## config.mk

```make
export PLATFORM = sky130hd
export DESIGN_NAME = mc_sequencer_flat
export DESIGN_NICKNAME = d
export VERILOG_FILES = /design/src/rtl/mc_sequencer_if.sv /design/src/rtl/mc_sequencer.sv /design/src/flat_wrapper.sv
export SDC_FILE = /design/constraint.sdc
export NUM_CORES = 1
export LEC_CHECK = 0
export CAP_MARGIN = 5
export CORE_AREA = 5 5 53 55
export DETAILED_ROUTE_END_ITERATION = 10
export DIE_AREA = 0 0 58 60
export PLACE_DENSITY_LB_ADDON = 0.15
export SETUP_SLACK_MARGIN = 0.02
export SLEW_MARGIN = 20
export SYNTH_ARGS = -nofsm -noshare
export SYNTH_HDL_FRONTEND = slang
export SYNTH_SLANG_ARGS = --single-unit
```

## constraint.sdc

```tcl
create_clock -name clk -period 2.3 [get_ports clk]
set_input_delay 0.575 -clock clk [delete_from_list [all_inputs] [get_ports clk]]
set_output_delay 0.575 -clock clk [all_outputs]
set_load 0.02 [all_outputs]
```

## src/rtl/mc_sequencer_if.sv

```systemverilog
// Control bundle between the multicycle sequencer and the RV32I datapath.
// The sequencer takes the master view; the datapath (or a testbench) takes the slave view.
interface mc_sequencer_if #(
  parameter int ALU_CTRL_W = 4,
  parameter int STATE_W    = 4
);
  logic [6:0]            op;
  logic [2:0]            funct3;
  logic                  funct7b5;
  logic                  zero;
  logic                  sign;
  logic                  carry;
  logic                  overflow;

  logic                  pc_write;
  logic                  adr_src;
  logic                  mem_write;
  logic                  ir_write;
  logic [1:0]            result_src;
  logic [ALU_CTRL_W-1:0] alu_control;
  logic [1:0]            alu_src_a;
  logic [1:0]            alu_src_b;
  logic [2:0]            imm_src;
  logic                  reg_write;
  logic                  illegal_instr;
  logic [STATE_W-1:0]    dbg_state;

  modport master (
    input  op, funct3, funct7b5, zero, sign, carry, overflow,
    output pc_write, adr_src, mem_write, ir_write, result_src, alu_control,
           alu_src_a, alu_src_b, imm_src, reg_write, illegal_instr, dbg_state
  );

  modport slave (
    output op, funct3, funct7b5, zero, sign, carry, overflow,
    input  pc_write, adr_src, mem_write, ir_write, result_src, alu_control,
           alu_src_a, alu_src_b, imm_src, reg_write, illegal_instr, dbg_state
  );
endinterface

```

## src/rtl/mc_sequencer.sv

```systemverilog
// Multicycle RV32I control FSM: walks the shared datapath through fetch/decode/execute/writeback,
// one state per clock, and decodes every datapath select and strobe from the current state.
module mc_sequencer #(
  parameter int ALU_CTRL_W = 4,
  parameter int STATE_W    = 4
) (
  input logic            clk,
  input logic            reset,
  mc_sequencer_if.master bus
);

  typedef enum logic [STATE_W-1:0] {
    S_FETCH, S_DECODE, S_MEMADR, S_MEMREAD, S_MEMWB, S_MEMWRITE, S_EXEC_R, S_EXEC_I,
    S_ALUWB, S_BRANCH, S_JAL, S_JALR, S_JALWB, S_LUI, S_AUIPC
  } state_t;

  localparam logic [6:0] OP_LOAD   = 7'b0000011;
  localparam logic [6:0] OP_STORE  = 7'b0100011;
  localparam logic [6:0] OP_R      = 7'b0110011;
  localparam logic [6:0] OP_I      = 7'b0010011;
  localparam logic [6:0] OP_BRANCH = 7'b1100011;
  localparam logic [6:0] OP_JAL    = 7'b1101111;
  localparam logic [6:0] OP_JALR   = 7'b1100111;
  localparam logic [6:0] OP_LUI    = 7'b0110111;
  localparam logic [6:0] OP_AUIPC  = 7'b0010111;

  localparam logic [ALU_CTRL_W-1:0] ALU_ADD   = ALU_CTRL_W'(0);
  localparam logic [ALU_CTRL_W-1:0] ALU_SUB   = ALU_CTRL_W'(1);
  localparam logic [ALU_CTRL_W-1:0] ALU_AND   = ALU_CTRL_W'(2);
  localparam logic [ALU_CTRL_W-1:0] ALU_OR    = ALU_CTRL_W'(3);
  localparam logic [ALU_CTRL_W-1:0] ALU_XOR   = ALU_CTRL_W'(4);
  localparam logic [ALU_CTRL_W-1:0] ALU_SLL   = ALU_CTRL_W'(5);
  localparam logic [ALU_CTRL_W-1:0] ALU_SRL   = ALU_CTRL_W'(6);
  localparam logic [ALU_CTRL_W-1:0] ALU_SRA   = ALU_CTRL_W'(7);
  localparam logic [ALU_CTRL_W-1:0] ALU_SLT   = ALU_CTRL_W'(8);
  localparam logic [ALU_CTRL_W-1:0] ALU_SLTU  = ALU_CTRL_W'(9);
  localparam logic [ALU_CTRL_W-1:0] ALU_PASSB = ALU_CTRL_W'(10);

  localparam logic [1:0] SRC_A_PC     = 2'b00;
  localparam logic [1:0] SRC_A_OLDPC  = 2'b01;
  localparam logic [1:0] SRC_A_RD1    = 2'b10;
  localparam logic [1:0] SRC_B_RD2    = 2'b00;
  localparam logic [1:0] SRC_B_IMM    = 2'b01;
  localparam logic [1:0] SRC_B_FOUR   = 2'b10;
  localparam logic [1:0] RES_ALUREG   = 2'b00;
  localparam logic [1:0] RES_MEM      = 2'b01;
  localparam logic [1:0] RES_ALURES   = 2'b10;
  localparam logic [2:0] IMM_I        = 3'b000;
  localparam logic [2:0] IMM_S        = 3'b001;
  localparam logic [2:0] IMM_B        = 3'b010;
  localparam logic [2:0] IMM_U        = 3'b100;

  state_t state_q, state_d;

  logic                  pc_write_c;
  logic                  adr_src_c;
  logic                  mem_write_c;
  logic                  ir_write_c;
  logic [1:0]            result_src_c;
  logic [ALU_CTRL_W-1:0] alu_control_c;
  logic [1:0]            alu_src_a_c;
  logic [1:0]            alu_src_b_c;
  logic [2:0]            imm_src_c;
  logic                  reg_write_c;
  logic                  illegal_c;

  // alt selects SUB/SRA; the caller decides when funct7b5 is meaningful
  function automatic logic [ALU_CTRL_W-1:0] alu_decode(input logic [2:0] f3, input logic alt);
    logic [ALU_CTRL_W-1:0] ctrl;
    case (f3)
      3'b000:  ctrl = alt ? ALU_SUB : ALU_ADD;
      3'b001:  ctrl = ALU_SLL;
      3'b010:  ctrl = ALU_SLT;
      3'b011:  ctrl = ALU_SLTU;
      3'b100:  ctrl = ALU_XOR;
      3'b101:  ctrl = alt ? ALU_SRA : ALU_SRL;
      3'b110:  ctrl = ALU_OR;
      default: ctrl = ALU_AND;
    endcase
    return ctrl;
  endfunction

  // Flags come from rs1 - rs2; carry set means no borrow, i.e. rs1 >= rs2 unsigned
  function automatic logic branch_take(input logic [2:0] f3, input logic z, input logic s,
                                       input logic c, input logic v);
    logic take;
    case (f3)
      3'b000:  take = z;
      3'b001:  take = ~z;
      3'b100:  take = s ^ v;
      3'b101:  take = ~(s ^ v);
      3'b110:  take = ~c;
      3'b111:  take = c;
      default: take = 1'b0;
    endcase
    return take;
  endfunction

  always_comb begin
    state_d = S_FETCH;
    case (state_q)
      S_FETCH:  state_d = S_DECODE;
      S_DECODE: begin
        case (bus.op)
          OP_LOAD, OP_STORE: state_d = S_MEMADR;
          OP_R:              state_d = S_EXEC_R;
          OP_I:              state_d = S_EXEC_I;
          OP_BRANCH:         state_d = S_BRANCH;
          OP_JAL:            state_d = S_JAL;
          OP_JALR:           state_d = S_JALR;
          OP_LUI:            state_d = S_LUI;
          OP_AUIPC:          state_d = S_AUIPC;
          default:           state_d = S_FETCH;
        endcase
      end
      S_MEMADR:  state_d = (bus.op == OP_STORE) ? S_MEMWRITE : S_MEMREAD;
      S_MEMREAD: state_d = S_MEMWB;
      S_EXEC_R, S_EXEC_I, S_JAL, S_LUI, S_AUIPC: state_d = S_ALUWB;
      S_JALR:    state_d = S_JALWB;
      default:   state_d = S_FETCH;
    endcase
  end

  always_ff @(posedge clk) begin
    if (reset) state_q <= S_FETCH;
    else       state_q <= state_d;
  end

  always_comb begin
    pc_write_c    = 1'b0;
    adr_src_c     = 1'b0;
    mem_write_c   = 1'b0;
    ir_write_c    = 1'b0;
    result_src_c  = RES_ALUREG;
    alu_control_c = ALU_ADD;
    alu_src_a_c   = SRC_A_PC;
    alu_src_b_c   = SRC_B_RD2;
    imm_src_c     = IMM_I;
    reg_write_c   = 1'b0;
    illegal_c     = 1'b0;
    case (state_q)
      S_FETCH: begin
        ir_write_c   = 1'b1;
        alu_src_b_c  = SRC_B_FOUR;
        result_src_c = RES_ALURES;
        pc_write_c   = 1'b1;
      end
      S_DECODE: begin
        // Branch target is precomputed here and parked in alu_reg
        alu_src_a_c = SRC_A_OLDPC;
        alu_src_b_c = SRC_B_IMM;
        imm_src_c   = IMM_B;
        illegal_c   = !(bus.op inside {OP_LOAD, OP_STORE, OP_R, OP_I, OP_BRANCH,
                                       OP_JAL, OP_JALR, OP_LUI, OP_AUIPC});
      end
      S_MEMADR: begin
        alu_src_a_c = SRC_A_RD1;
        alu_src_b_c = SRC_B_IMM;
        imm_src_c   = (bus.op == OP_STORE) ? IMM_S : IMM_I;
      end
      S_MEMREAD: adr_src_c = 1'b1;
      S_MEMWB: begin
        result_src_c = RES_MEM;
        reg_write_c  = 1'b1;
      end
      S_MEMWRITE: begin
        adr_src_c   = 1'b1;
        mem_write_c = 1'b1;
      end
      S_EXEC_R: begin
        alu_src_a_c   = SRC_A_RD1;
        alu_control_c = alu_decode(bus.funct3, bus.funct7b5);
      end
      S_EXEC_I: begin
        alu_src_a_c   = SRC_A_RD1;
        alu_src_b_c   = SRC_B_IMM;
        alu_control_c = alu_decode(bus.funct3, bus.funct7b5 && (bus.funct3 == 3'b101));
      end
      S_ALUWB: reg_write_c = 1'b1;
      S_BRANCH: begin
        alu_src_a_c   = SRC_A_RD1;
        alu_control_c = ALU_SUB;
        pc_write_c    = branch_take(bus.funct3, bus.zero, bus.sign, bus.carry, bus.overflow);
      end
      S_JAL: begin
        alu_src_a_c = SRC_A_OLDPC;
        alu_src_b_c = SRC_B_FOUR;
        pc_write_c  = 1'b1;
      end
      S_JALR: begin
        alu_src_a_c  = SRC_A_RD1;
        alu_src_b_c  = SRC_B_IMM;
        result_src_c = RES_ALURES;
        pc_write_c   = 1'b1;
      end
      S_JALWB: begin
        alu_src_a_c  = SRC_A_OLDPC;
        alu_src_b_c  = SRC_B_FOUR;
        result_src_c = RES_ALURES;
        reg_write_c  = 1'b1;
      end
      S_LUI: begin
        alu_src_b_c   = SRC_B_IMM;
        imm_src_c     = IMM_U;
        alu_control_c = ALU_PASSB;
      end
      S_AUIPC: begin
        alu_src_a_c = SRC_A_OLDPC;
        alu_src_b_c = SRC_B_IMM;
        imm_src_c   = IMM_U;
      end
      default: ;
    endcase
  end

  // Reset squashes every strobe in the same cycle so an abandoned instruction never writes
  assign bus.pc_write      = pc_write_c  & ~reset;
  assign bus.mem_write     = mem_write_c & ~reset;
  assign bus.ir_write      = ir_write_c  & ~reset;
  assign bus.reg_write     = reg_write_c & ~reset;
  assign bus.illegal_instr = illegal_c   & ~reset;
  assign bus.adr_src       = adr_src_c;
  assign bus.result_src    = result_src_c;
  assign bus.alu_control   = alu_control_c;
  assign bus.alu_src_a     = alu_src_a_c;
  assign bus.alu_src_b     = alu_src_b_c;
  assign bus.imm_src       = imm_src_c;
  assign bus.dbg_state     = reset ? '0 : state_q;

endmodule

```

## src/flat_wrapper.sv

```systemverilog
// flat-port wrapper written by rule: the top's interface ports become plain ports
module mc_sequencer_flat 
#(
  parameter int ALU_CTRL_W = 4,
  parameter int STATE_W    = 4
)
  (clk, reset, bus_op, bus_funct3, bus_funct7b5, bus_zero, bus_sign, bus_carry, bus_overflow, bus_pc_write, bus_adr_src, bus_mem_write, bus_ir_write, bus_result_src, bus_alu_control, bus_alu_src_a, bus_alu_src_b, bus_imm_src, bus_reg_write, bus_illegal_instr, bus_dbg_state);
  mc_sequencer_if #(.ALU_CTRL_W(ALU_CTRL_W), .STATE_W(STATE_W)) bus_i ();
  input logic clk;
  input logic reset;
  input wire logic [$bits(bus_i.op)-1:0] bus_op;
  input wire logic [$bits(bus_i.funct3)-1:0] bus_funct3;
  input wire logic [$bits(bus_i.funct7b5)-1:0] bus_funct7b5;
  input wire logic [$bits(bus_i.zero)-1:0] bus_zero;
  input wire logic [$bits(bus_i.sign)-1:0] bus_sign;
  input wire logic [$bits(bus_i.carry)-1:0] bus_carry;
  input wire logic [$bits(bus_i.overflow)-1:0] bus_overflow;
  output wire logic [$bits(bus_i.pc_write)-1:0] bus_pc_write;
  output wire logic [$bits(bus_i.adr_src)-1:0] bus_adr_src;
  output wire logic [$bits(bus_i.mem_write)-1:0] bus_mem_write;
  output wire logic [$bits(bus_i.ir_write)-1:0] bus_ir_write;
  output wire logic [$bits(bus_i.result_src)-1:0] bus_result_src;
  output wire logic [$bits(bus_i.alu_control)-1:0] bus_alu_control;
  output wire logic [$bits(bus_i.alu_src_a)-1:0] bus_alu_src_a;
  output wire logic [$bits(bus_i.alu_src_b)-1:0] bus_alu_src_b;
  output wire logic [$bits(bus_i.imm_src)-1:0] bus_imm_src;
  output wire logic [$bits(bus_i.reg_write)-1:0] bus_reg_write;
  output wire logic [$bits(bus_i.illegal_instr)-1:0] bus_illegal_instr;
  output wire logic [$bits(bus_i.dbg_state)-1:0] bus_dbg_state;
  assign bus_i.op = bus_op;
  assign bus_i.funct3 = bus_funct3;
  assign bus_i.funct7b5 = bus_funct7b5;
  assign bus_i.zero = bus_zero;
  assign bus_i.sign = bus_sign;
  assign bus_i.carry = bus_carry;
  assign bus_i.overflow = bus_overflow;
  assign bus_pc_write = bus_i.pc_write;
  assign bus_adr_src = bus_i.adr_src;
  assign bus_mem_write = bus_i.mem_write;
  assign bus_ir_write = bus_i.ir_write;
  assign bus_result_src = bus_i.result_src;
  assign bus_alu_control = bus_i.alu_control;
  assign bus_alu_src_a = bus_i.alu_src_a;
  assign bus_alu_src_b = bus_i.alu_src_b;
  assign bus_imm_src = bus_i.imm_src;
  assign bus_reg_write = bus_i.reg_write;
  assign bus_illegal_instr = bus_i.illegal_instr;
  assign bus_dbg_state = bus_i.dbg_state;
  mc_sequencer #(.ALU_CTRL_W(ALU_CTRL_W), .STATE_W(STATE_W)) u_core (.clk(clk), .reset(reset), .bus(bus_i));
endmodule
```

==> results.md, run 1 <==
- CP max-delay cell: or4_4
- Clock sink total: 4
- Seq cells post-synth: 4
- Io pins: 40
- Mapped Avg Cell Area: 6.31 um2
- Clock Latency Late Sink: 0.24 ns
- Placement Cell Area: 0.00142 mm2
- Dpl cells: 214
- Worst Path Buf+Inv: 3
- Fin crit period: 2.52 ns
- H-tree Lvls: 1
- Die height: 60 um
- Worst Setup SP: bus_op[4]
- CP Capture Type: output port
- Total power draw: 0.345 mW
- Final nets: 207
- P_leak: 0.666 nW
- Max cap viols: 0
- Clk slew on worst S/H paths: 0.03 ns
- R2r setup slk: 0.68 ns
- Register area share after synthesis: 10.5%
- Final Instance Count excl. Fillers: 218
- Worst path required time: 1.73 ns
- Row cnt: 18
- FMAX: 397 MHz
- Layout cells sized above 1: 44.1%
- Grt ovf: 0
- Core area: 0.00234 mm2
- Reg-to-Reg End: u_core.state_q[3]
- Number of global-route vias before repair: 1083
- Final WL: 2770 um
- WL/cell: 12.7 um
- Finished Core Util: 60.4%
- Cells on worst reg2reg path: 5
- Setup crit end: bus_imm_src[0]
- Cell count after synthesis: 121
- Gr usage total: 16.5%
- Die area: 0.00348 mm2
- Pwr Density: 244 mW/mm2
- Worst Hold Launch: u_core.state_q[0]
- Unrepaired setup endpoints after global routing: yes
- Starting DRC count in detailed routing: 15
- Synth warnings: 0
- Largest Register: u_core.state_q
- Maximum VDD drop: 0.298 mV
- # diodes: 0
- Dpl hpwl: 2220 um
- CTS Root Buffer Type: clkbuf_4
- Max Slew Vio Count: 0
- Setup tns final: -0.231 ns
- Initial antenna violation count: 0
- Worst-Margin Slew: 0.352 ns
- # port buffers: 39
- Critical path depth in cells: 6
- Die width: 58 um
- Final setup margin: -0.220 ns
- Final setup fails: 2
- Crit path cell chain: buf_6 -> nand2b_4 -> or4_4 -> or4_4 -> inv_4 -> buf_6
- Final Cell Area: 0.00141 mm2
- Initial core utilization: 32.6%
- Crit path kind: in2out
- Tcrit/Tclk final: 110%
- Crit path DAT: 1.95 ns
- CTS tree: built
- Via count: 1110
- Crit-path leading delay family: simple AND/OR/NAND/NOR gates
- Pin count of the biggest net entering global routing: 13
- Post-DR vias/cell: 5.09
- Worst r2r src: u_core.state_q[1]
- ANT nets after route: 0
- Post-synth net total: 138
- Top Registers: u_core.state_q: 4 flops
- Number of library cell types mapped by synthesis: 37
- Clk buf depth: 2
- Largest register FFs: 4
- Syn-to-layout area delta: 85.2%
- First-pass GRT wire length: 4550 um
- Cts bufs inserted: 3
- Placement Setup Slack: -1.05 ns
- Fin Clk Skew: 0.00385 ns
- Worst Hold Class: reg2reg
- DR DRC count: 0
- Outcome: complete, but fails checks
- Critical-path maximum fanout: 2
- Critical Path Max Stage Delay: 0.53 ns
- Failing checks: negative setup slack
- Cell area after synthesis: 763 um2
- Iteration count of the initial detailed-routing pass: 4
- Rel. slew slack: 75.9%
- Final hold slack: 0.634 ns
- Startpoint types: input pin
- Gpl congestion: 0.854
- Final hold violation count: 0
[per-layer routing]
metal | GRT usage [%] | wire (um)
met4 | 3.64 | 23
met3 | 3.24 | 135
met1 | 18.2 | 1120
met5 | 0 | 0
met2 | 32.1 | 1490
[cells by family after synthesis]
kind of cell | share of synthesized area (%)
AOI/OAI and AO/OA | 28.9
xor gates and xnor gates | 6.89
muxes | 1.31
buffers and inverters | 8.69
DFF | 10.5
and+or+nand+nor | 43.8
[how the worst min path moves through the flow]
stage | cells past startpoint | endpoint | slack [ns]
after CTS | 2 | u_core.state_q[0] | 0.64
after global routing | 2 | u_core.state_q[0] | 0.68
after floorplan | 3 | u_core.state_q[1] | 0.63
final | 2 | u_core.state_q[0] | 0.63
after global placement | 2 | u_core.state_q[0] | 0.66
after detailed placement | 2 | u_core.state_q[0] | 0.67
[repair_timing]
item	4_1_cts	5_1_grt
gates cloned	0	0
hold buffers	0	0
endpoints found under the setup margin	23	15
setup buffers	1	0
gates resized for setup	106	22
pin swaps	8	7
[synth_stat cells, drive strengths merged]
cell type,count,area [um2]
nand2,13,48.8
nor2,13,48.8
a21oi,9,45.0
clkbuf,9,33.8
o21ai,9,45.0
inv,6,22.5
xnor2,6,52.6
nand3b,5,50.1
nor2b,5,31.3
nor3,5,25.0
dfxtp,4,80.1
nand2b,4,25.0
a211oi,3,22.5
nand3,3,15.0
or2,3,18.8
a211o,2,18.8
a31oi,2,18.8
buf,2,10.0
o21a,2,15.0
or4,2,22.5
a2111oi,1,8.76
a21boi,1,7.51
and3b,1,8.76
mux2i,1,10.0
nand4,1,6.26
nor4,1,6.26
nor4b,1,8.76
o211ai,1,7.51
o22ai,1,6.26
o311ai,1,8.76
o31ai,1,7.51
o32ai,1,8.76
or3b,1,8.76
or4b,1,10.0
[cell type report]
| cell class | count | area [um2] |
|---|---|---|
| sequential | 4 | 81.3 |
| inverter | 6 | 25.0 |
| fill | 242 | 928 |
| clock buffer | 3 | 22.5 |
| tap | 30 | 37.5 |
| timing repair buffer | 75 | 566 |
| multi-input combinational | 100 | 682 |
[report_power, final]
part,switching (mW),internal [mW],leakage [nW]
Combinational,0.0886,0.0933,0.620
Sequential,0.00297,0.0721,0.0328
Clock,0.0300,0.0584,0.0138
Total,0.122,0.224,0.666
[worst reg2reg max path, stage by stage (launching register included)]
cell and delay [ns]:
dfxtp_1 0.35, or4b_4 0.57, buf_4 0.16, nor2_1 0.14, o21ai_0 0.12, a31oi_1 0.20
[cell usage in the layout, fill, tap and decap left out, types with 2 or more instances in the layout]
master / count
buf_6: 5
dlygate4sd2_1: 11
inv_1: 5
or4_4: 2
nor2b_1: 5
a211oi_1: 2
nand2b_1: 3
nand3_1: 3
buf_4: 38
o21ai_0: 9
nand2_1: 13
or2_2: 2
xnor2_2: 2
clkbuf_4: 3
dfxtp_1: 3
clkdlybuf4s15_1: 2
nor2_1: 12
buf_2: 8
nor3_1: 5
xnor2_1: 4
nand3b_1: 4
clkbuf_2: 9
o21a_1: 2
a21oi_1: 8
Note: power is estimated with default switching activity, not from simulation.
==> inputs of run 2 (changes only) <==
Settings changed: CORE_AREA 5 5 53 55 to 5 5 51 53, DIE_AREA 0 0 58 60 to 0 0 56 58.
Clock period 2.3 ns to 2.6 ns, I/O delays scaled along.
==> results.md, run 2 (synthesized netlist as in run 1, its figures left out) <==
- Hold Path Depth: 2
- FMAX: 375 MHz
- Largest Register: u_core.state_q
- Final setup fails: 1
- Crit path kind: in2out
- Core area: 0.00211 mm2
- Fin crit period: 2.67 ns
- Worst Hold Class: reg2reg
- Crit path DAT: 2.02 ns
- Final hold violation count: 0
- Dpl cells: 201
- Final WL: 2700 um
- Io pins: 40
- Most common cell after layout, fill and taps aside: buf_4
- Outcome: complete, but fails checks
- Gpl congestion: 0.827
- Layout cells sized above 1: 33.1%
- Clock power share: 26.1%
- Grt ovf: 0
- Rel. slew slack: 73.5%
- First-pass GRT wire length: 4440 um
- Die width: 56 um
- Syn-to-layout area delta: 79.8%
- Final hold slack: 0.577 ns
- Iteration count of the initial detailed-routing pass: 4
- Dpl hpwl: 2060 um
- Via count: 1080
- Final setup margin: -0.0695 ns
- ANT nets after route: 0
- FF+latch area: 80.1 um2
- Placement Setup Slack: -0.902 ns
- Fillers: 205
- Die area: 0.00325 mm2
- Die height: 58 um
- Pwr Density: 218 mW/mm2
- Clk slew on worst S/H paths: 0.04 ns
- Critical-path maximum fanout: 2
- Fin Clk Skew: 0.00758 ns
- Maximum VDD drop: 0.281 mV
- CTS Root Buffer Type: clkbuf_4
- P_leak: 0.657 nW
- R2r setup slk: 1.12 ns
- Unrepaired setup endpoints after global routing: yes
- # port buffers: 39
- Most frequent cells in the layout: 25 x buf_4, 15 x dlygate4sd2_1, 13 x nand2_1, 13 x nor2_1, 9 x o21ai_0
- Initial antenna violation count: 0
- H-tree Lvls: 1
- Sw Ratio: 35.0%
- Post-DR vias/cell: 5.24
- Initial core utilization: 36.2%
- Max Slew Vio Count: 0
- Clock sink total: 4
- CTS tree: built
- Top Registers: u_core.state_q: 4 flops
- Cells on worst reg2reg path: 4
- CP Capture Type: output port
- Largest register FFs: 4
- Switching pwr: 0.105 mW
- DR DRC count: 0
- Worst-Margin Slew: 0.388 ns
- Clk buf depth: 2
- # diodes: 0
- Final Instance Count excl. Fillers: 206
- Combinational share of power: 51.8%
- Tcrit/Tclk final: 103%
- Sequential power share: 22.1%
- Finished Core Util: 65.2%
- Cts bufs inserted: 3
- Multi-input logic area: 668 um2
- Final nets: 197
- Max cap viols: 0
- P_int: 0.195 mW
- Clock Latency Late Sink: 0.24 ns
- Starting DRC count in detailed routing: 14
- Startpoint types: input pin
- Gr usage total: 16.4%
- Worst path required time: 1.95 ns
- Number of global-route vias before repair: 1049
- Row cnt: 17
- Pin count of the biggest net entering global routing: 26
- Failing checks: negative setup slack
- WL/cell: 13.1 um
-- run 2: cell count changes in the layout (fill, tap and decap cells not counted), sizes merged --
cell | previous run | this run
dlymetal6s2s | 1 | 4
dlygate4sd2 | 11 | 15
clkdlybuf4s50 | 1 | 7
buf | 51 | 34
clkbuf | 12 | 6
-- run 2: power groups by stage --
stage,Sequential (mW),Combinational [mW],Clock [mW]
CTS,0.0660,0.153,0.0819
finish,0.0661,0.155,0.0781
global placement,0.0667,0.154,0
detailed placement,0.0668,0.156,0
global route,0.0664,0.168,0.0868
floorplan,0.0655,0.0708,0
-- run 2: metal layers --
| metal | global-route usage (%) | share of wire (%) |
|---|---|---|
| met1 | 18.1 | 40 |
| met2 | 31.7 | 54 |
| met3 | 4.01 | 5.0 |
| met4 | 3.39 | 0.63 |
| met5 | 0 | 0 |
-- run 2: critical path, cell delays in order --
cell and delay (ns):
buf_6 0.09, nand2b_4 0.13, or4_4 0.53, or4_4 0.44
inv_2 0.07, buf_6 0.11
-- run 2: timing repair --
action / 4_1_cts / 5_1_grt
gates resized for setup: 66 / 15
endpoints found under the setup margin: 16 / 7
pin swaps: 6 / 7
setup buffers: 2 / 0
hold buffers: 0 / 0
-- run 2: through the flow --
step	TNS, ns	power, mW	instance area [um2]
final	-0.0695	0.300	1370
after global routing	-0.109	0.321	1370
after CTS	-0.134	0.301	1360
after detailed placement	-4.12	0.223	1330
after global placement	-3.99	0.221	1330
after floorplan	0	0.136	769
-- run 2: path summary, 6_finish.rpt --
check	from	to
setup / recovery	bus_op[4]	bus_imm_src[0]
hold / removal	u_core.state_q[1]	u_core.state_q[3]
setup reg to reg	u_core.state_q[1]	u_core.state_q[3]
hold reg to reg	u_core.state_q[1]	u_core.state_q[3]
-- run 2: final cells by class --
class / instances / share of cell area [%]
multi-input combinational: 100 / 48.7
timing repair buffer: 65 / 39.7
sequential: 4 / 5.83
tap: 28 / 2.55
clock buffer: 3 / 1.64
inverter: 6 / 1.64
==> inputs of run 3 (changes only) <==
==> constraint.sdc (replaced) <==
create_clock -name clk -period 2.6 [get_ports clk]
set_input_delay 0.65 -clock clk [delete_from_list [all_inputs] [get_ports clk]]
set_output_delay 0.65 -clock clk [all_outputs]
set_load 0.05 [all_outputs]
==> results.md, run 3 (synthesized netlist as in run 1, its figures left out) <==
- WL/cell: 13.6 um
- Initial core utilization: 36.2%
- Dpl cells: 194
- Worst r2r src: u_core.state_q[1]
- Pwr Density: 226 mW/mm2
- Fin crit period: 2.68 ns
- Grt ovf: 0
- Final hold violation count: 0
- Io pins: 40
- ANT nets after route: 0
- Row cnt: 17
- Clock sink total: 4
- Final Cell Area: 0.00157 mm2
- CTS tree: built
- Tcrit/Tclk final: 103%
- Gpl congestion: 0.813
- Gr usage total: 16.6%
- Max Slew Vio Count: 0
- Unrepaired setup endpoints after global routing: yes
- Final WL: 2720 um
- Die width: 56 um
- Maximum VDD drop: 0.180 mV
- Pin count of the biggest net entering global routing: 15
- Die area: 0.00325 mm2
- Final Instance Count excl. Fillers: 199
- CTS Root Buffer Type: clkbuf_4
- Critical Path Max Stage Delay: 0.47 ns
- P_leak: 0.625 nW
- Largest register FFs: 4
- Crit path cell chain: buf_6 -> nand2b_4 -> or4_4 -> or4_4 -> clkinvlp_4 -> buf_12
- Cells on worst reg2reg path: 4
- Most common cell after layout, fill and taps aside: buf_12
- Worst path required time: 1.95 ns
- Final setup fails: 1
- Reg-to-Reg End: u_core.state_q[3]
- Outcome: complete, but fails checks
- Fin Clk Skew: 0.00481 ns
- # diodes: 0
- FMAX: 372 MHz
- First-pass GRT wire length: 4420 um
- Core area: 0.00211 mm2
- Hold_buf cts: 0
- Largest Register: u_core.state_q
- H-tree Lvls: 1
- Most used cell, CP: or4_4
- Max cap viols: 0
- Initial antenna violation count: 0
- Clk buf depth: 2
- Starting DRC count in detailed routing: 20
- Crit path DAT: 2.03 ns
- Worst-Margin Slew: 0.459 ns
- Worst Hold Class: reg2reg
- Clk slew on worst S/H paths: 0.04 ns
- Die height: 58 um
- Dpl hpwl: 2170 um
- Number of global-route vias before repair: 1051
- Setup crit end: bus_imm_src[0]
- Via count: 1071
- CP Capture Type: output port
- Post-DR vias/cell: 5.38
- Iteration count of the initial detailed-routing pass: 4
- Syn-to-layout area delta: 106%
- Failing checks: negative setup slack
- Crit path kind: in2out
- DR DRC count: 0
- Layout cells sized above 1: 44.4%
- Top Registers: u_core.state_q: 4 flops
- Most frequent cells in the layout: 22 x buf_12, 19 x buf_4, 13 x nand2_1, 13 x nor2_1, 9 x o21ai_0
- Critical-path maximum fanout: 2
- Placement Setup Slack: -0.487 ns
- Final setup margin: -0.0849 ns
- Fillers: 164
- Worst Setup SP: bus_op[4]
- R2r setup slk: 0.94 ns
- Clock Latency Late Sink: 0.24 ns
- Cts bufs inserted: 3
- Final nets: 190
- Rel. slew slack: 69.3%
- Placement Cell Area: 0.00153 mm2
- CP max-delay cell: or4_4
- # port buffers: 39
- Startpoint types: input pin
==> run 3: cell count changes in the layout (fill, tap and decap cells not counted), sizes merged <==
cell	previous run	this run
buf	34	51
dlygate4sd2	15	3
clkdlybuf4s50	7	2
dlymetal6s2s	4	0
clkbuf	6	3
clkinvlp	0	1
inv	6	5
==> run 3: routing by layer <==
layer / part of all wire (%) / global-route usage (%)
met1: 41 / 19.6
met2: 52 / 30.9
met3: 5.7 / 3.56
met4: 0.55 / 3.05
met5: 0 / 0
==> run 3: critical path: cells and delay by family <==
family	cells	cell delay, ns
AND/OR/NAND/NOR	3	1.05
buffers and inverters	3	0.33
==> run 3: area by class of cell <==
cell class,instances,area (um2),area share (%)
multi-input cells,100,693,44.1
well taps,28,35.0,2.23
inverters,6,26.3,1.67
clock buffers,3,22.5,1.43
flip-flops and latches,4,80.1,5.10
repair buffers,58,713,45.4
==> run 3: worst min-delay path by stage <==
stage	depth (start not counted)	from	slack (ns)	endpoint
final	2	u_core.state_q[3]	0.67	u_core.state_q[3]
after global routing	2	u_core.state_q[3]	0.73	u_core.state_q[3]
after CTS	2	u_core.state_q[3]	0.66	u_core.state_q[3]
after detailed placement	2	u_core.state_q[3]	0.64	u_core.state_q[3]
after global placement	2	u_core.state_q[3]	0.62	u_core.state_q[3]
after floorplan	3	u_core.state_q[0]	0.63	u_core.state_q[1]
==> run 3: power breakdown <==
group          switching (mW)  internal (mW)  total (mW)
logic                   0.109         0.0967       0.206
registers             0.00392         0.0634      0.0673
clock network          0.0298         0.0519      0.0817
total                   0.143          0.212       0.355
==> run 3: metrics by stage <==
| step | power (mW) | hold slack [ns] | util (%) | setup TNS, ns |
|---|---|---|---|---|
| 6_report | 0.355 | 0.667 | 74.6 | -0.0849 |
| 5_1_grt | 0.373 | 0.725 | 74.6 | -0.166 |
| 2_1_floorplan | 0.167 | 0.629 | - | -0.445 |
| 3_3_place_gp | 0.271 | 0.621 | 72.7 | -0.997 |
| 4_1_cts | 0.357 | 0.658 | 74.5 | -0.154 |
| 3_5_place_dp | 0.275 | 0.644 | 72.7 | -1.08 |
==> run 3: what timing repair did <==
item / 4_1_cts / 5_1_grt
endpoints found under the hold margin: 0 / 0
setup buffers: 2 / 0
setup endpoints to repair: 4 / 4
pin swaps: 8 / 2
resized for setup: 52 / 3
